==> src/rtl/uart_rx.sv <==
// uart_rx: 16x-oversampled UART receiver with a memory-mapped read-to-clear byte register.
// Define UART_RX_PARITY_EN to add an even-parity bit between the data and stop bits.
module uart_rx #(
  parameter int          BAUD_DIV = 651,
  parameter logic [15:0] RX_READ  = 16'h0112
) (
  input  logic        clk,
  input  logic        rst,
  input  logic [15:0] addr,
  input  logic        ack,
  input  logic        rxin,
  output logic [7:0]  rxdata,
  output logic        irq,
  output logic        frame_err,
  output logic        overrun,
  output logic        parity_err,
  output logic [2:0]  state,
  output logic [3:0]  tickctr
);
  localparam int DW = BAUD_DIV > 1 ? $clog2(BAUD_DIV) : 1;
  typedef enum logic [2:0] {IDLE, START, DATA, PARITY, STOP} state_t;
  state_t st, nst;
  logic rx_m, rxs, rxs_d;
  logic [DW-1:0] div;
  logic [2:0] bitctr;
  logic [7:0] shreg;
  logic tick, mid7, wrap, to_data, shift, stop_smp, good, rd, par_bad;
  assign tick = div == DW'(BAUD_DIV - 1);
  assign mid7 = tick && tickctr == 4'd7;
  assign wrap = tick && tickctr == 4'd15;
  assign rd = addr == RX_READ;
  assign good = stop_smp && rxs && !par_bad;
  assign state = st;
  // rxs_d only feeds the start-edge detector
  always_ff @(posedge clk or negedge rst)
    if (!rst) {rx_m, rxs, rxs_d} <= '1;
    else {rx_m, rxs, rxs_d} <= {rxin, rx_m, rxs};
  always_ff @(posedge clk or negedge rst)
    if (!rst) st <= IDLE;
    else st <= nst;
  always_comb begin
    nst = st;
    case (st)
      IDLE:   nst = rxs_d && !rxs ? START : IDLE;
      START:  nst = mid7 ? (rxs ? IDLE : DATA) : START;
`ifdef UART_RX_PARITY_EN
      DATA:   nst = wrap && bitctr == 3'd7 ? PARITY : DATA;
      PARITY: nst = wrap ? STOP : PARITY;
`else
      DATA:   nst = wrap && bitctr == 3'd7 ? STOP : DATA;
`endif
      STOP:   nst = wrap ? IDLE : STOP;
      default: nst = IDLE;
    endcase
  end
  always_comb begin
    to_data = st == START && mid7 && !rxs;
    shift = st == DATA && wrap;
    stop_smp = st == STOP && wrap;
  end
  always_ff @(posedge clk or negedge rst)
    if (!rst) begin
      div <= '0;
      tickctr <= '0;
      bitctr <= '0;
      shreg <= '0;
    end else begin
      div <= st == IDLE || tick ? '0 : div + 1'b1;
      tickctr <= st == IDLE || to_data ? '0 : tickctr + 4'(tick);
      bitctr <= to_data ? '0 : bitctr + 3'(shift);
      if (shift) shreg <= {rxs, shreg[7:1]};
    end
  // a read in the same cycle as a new byte frees the slot, so no overrun
  always_ff @(posedge clk or negedge rst)
    if (!rst) begin
      rxdata <= '0;
      irq <= 1'b0;
      frame_err <= 1'b0;
      overrun <= 1'b0;
    end else begin
      if (good && (!irq || rd)) rxdata <= shreg;
      irq <= good || (irq && !rd);
      frame_err <= (frame_err && !ack) || (stop_smp && !rxs);
      overrun <= (overrun && !ack) || (good && irq && !rd);
    end
`ifdef UART_RX_PARITY_EN
  logic par_smp, par_bit_bad;
  assign par_smp = st == PARITY && wrap;
  assign par_bit_bad = rxs != ^shreg;
  always_ff @(posedge clk or negedge rst)
    if (!rst) begin
      par_bad <= 1'b0;
      parity_err <= 1'b0;
    end else begin
      par_bad <= to_data ? 1'b0 : (par_smp ? par_bit_bad : par_bad);
      parity_err <= (parity_err && !ack) || (par_smp && par_bit_bad);
    end
`else
  assign par_bad = 1'b0;
  assign parity_err = 1'b0;
`endif
endmodule

==> config.mk <==
export PLATFORM = sky130hd
export DESIGN_NAME = uart_rx
export DESIGN_NICKNAME = d
export VERILOG_FILES = /design/src/rtl/uart_rx.sv
export SDC_FILE = /design/constraint.sdc
export NUM_CORES = 1
export LEC_CHECK = 0
export ABC_AREA = 1
export CAP_MARGIN = 20
export CORE_UTILIZATION = 31
export DETAILED_ROUTE_END_ITERATION = 10
export PLACE_DENSITY = 0.6
export SLEW_MARGIN = 20
export SYNTH_ARGS = -nofsm -noshare
export SYNTH_HDL_FRONTEND = slang
export SYNTH_SLANG_ARGS = --single-unit
==> constraint.sdc <==
create_clock -name clk -period 1.7 [get_ports clk]
set_input_delay 0.34 -clock clk [delete_from_list [all_inputs] [get_ports clk]]
set_output_delay 0.34 -clock clk [all_outputs]
set_load 0.1 [all_outputs]
==> reports/metrics.csv <==
metric;value;unit
status;finished clean;
clk_latency;300;ps
initial_core_util;0.328;
clockBufferDepth;2;
finalCritPeriodShare;0.926;
ios;39;
fin_hold_ws;360;ps
avgSynthCellArea;8.95;µm²
grt_first_pass_wirelength;6710;µm
gp_congestion;0.802;
cts_buffers;5;
grt_max_degree;25;
placement_rows;28;
setup-tns-final;0;ps
wl;4100;µm
synth_cell_types;27;
irDropWorstVdd;0.376;mV
antenna_left;0;
drt_iter0_drc;98;
viasPerCell;4.43;
synth_top_area_frac;0.491;
hp-class;reg -> reg;
h-tree-depth;2;
synthCells;222;
setup-violations-final;0;
crit_required;1950;ps
cts_sinks;42;
synthToLayoutAreaGrowth;46.2;%
p_per_area;806;nW/µm²
diodes;0;
ys_ff_latch;42;
detail_route.first_pass.iterations;4;
hold_viol;0;
clkTransAtPathRegs;80;ps
arrival;1820;ps
skew;5.23;ps
grt_pass1_vias;1509;
cts-root-buf;clkbuf_8;
slowest_stage;dfrtp_1;
drc_errors;0;
leakage;0.00136;µW
overflow;0;
slew_violations;0;
fp.dieW;82.1;µm
fmax;635;MHz
worst-setup-path-type;reg -> reg;
port_buffers;37;
cp-end-kind;flip-flop;
synth.area.top_cells;dfrtp_1 (49%), nand2_1 (12%), nor2_1 (4.7%);
wl_per_cell;11.7;µm
cp_num_buf_inv;4;
utilization;0.479;
crit_path_cell_trace;inv_1 > ha_2 > nand2_2 > nor2_4 > nand3_2 > inv_2 > nand3_4 > inv_4 > ha_4 > ha_4 > xor2_1 > nand2_1 > inv_1;
synth_area;1990;µm²
layout.nets;300;
synth_top_cell_by_area;dfrtp_1;
critical-path-max-stage-delay;390;ps
crit_family;flip-flops;
drv_cap;0;
ys_warn_count;0;
finalPower;2340;µW
seq_area_frac_synth;0.531;
via_count;1550;
path_max_fanout;2;
grt_usage;0.134;
die_h;82.1;µm
startpoint_type;flip-flop;
drive_gt1_frac;0.284;
antenna_found_initial;0;
dp_hpwl;3090;µm
mappedNetlistNets;248;
die_area;6730;µm²
cts_tree;yes;
min_period;1570;ps
fp.coreArea;6060;µm²
cell usage in the layout, fill, tap and decap left out, types with 6 or more instances in the layout:
cell type / n
buf_4: 10
nand4_1: 8
dfrtp_1: 32
nand2_2: 7
nor2_1: 25
buf_12: 19
nor3_1: 6
nand2_1: 62
nand3_1: 8
clkdlybuf4s50_1: 18
inv_1: 19
path summary, 6_finish.rpt:
path | start | end | slack (ps) | cells past startpoint
worst min-delay path | rx_m | rxs | 360 | 0
max in group asynchronous | rst | rxs_d | 610 | 3
worst max register to register | div[0] | bitctr[2] | 130 | 13
worst min register to register | rx_m | rxs | 360 | 0
worst max-delay path | div[0] | bitctr[2] | 130 | 13
min in group asynchronous | rst | div[2] | 530 | 2
repair_timing:
action                                  CTS  global route
hold endpoints to repair                 16             0
buffers inserted                          0             2
endpoints found under the setup margin    0            16
gates resized for setup                   0             9
hold buffers                              1             0
power breakdown:
group          internal (µW)  switching (µW)  total, µW
Sequential              1070            62.1       1130
Clock                    440             360        800
Combinational            186             224        410
through the flow:
stage,setup WS [ps],cell area (µm²),cells
after CTS,17.7,2850,347
after detailed placement,1.84,2720,338
after global placement,6.42,2720,338
after global routing,-11.5,2910,350
after floorplan,-5.24,2050,222
final,126,2910,350
cell usage after synthesis (all sizes together):
| master | instances |
|---|---|
| nand4 | 9 |
| inv | 22 |
| nand2 | 70 |
| nor3b | 2 |
| nor2 | 30 |
| nor3 | 9 |
| xor2 | 4 |
| buf | 5 |
| ha | 6 |
| nand3 | 11 |
| nand3b | 1 |
| xnor2 | 1 |
| dfstp | 3 |
| o21ai | 6 |
| dfrtp | 39 |
| a21oi | 3 |
| conb | 1 |
metal layers:
| layer | GRT usage | part of all wire | vias up |
|---|---|---|---|
| met1 | 0.164 | 0.46 | 704 |
| met2 | 0.225 | 0.47 | 37 |
| met5 | 0 | 0 | - |
| li1 | - | - | 802 |
| met3 | 0.0322 | 0.055 | 7 |
| met4 | 0.0579 | 0.017 | 0 |
flip-flops by register name, summed over array words and instances, names as in the netlist:
register / cells
rxs: 1
shreg: 8
state: 3
frame_err: 1
div: 10
rxdata: 8
bitctr: 3
rx_m: 1
irq: 1
tickctr: 4
rxs_d: 1
overrun: 1
cells by family (layout without fill, tap and decap cells):
logic type	Yosys count	after routing	synth area share
simple gates	132	132	0.315
flops	42	42	0.531
buf+inv	27	80	0.0642
compound gates	9	9	0.0283
fa+ha+maj	6	6	0.0378
xor+xnor	5	5	0.0220
other cells	1	1	0.00189
layout make-up:
class	count	area, µm²
Inverter	22	85.1
Tap cell	75	93.8
Sequential cell	42	1070
Clock buffer	5	68.8
Timing Repair Buffer	50	662
Multi-Input combinational cell	153	878
Clock inverter	3	43.8
Fill cell	553	3160
(Power assumes the default switching activity.)
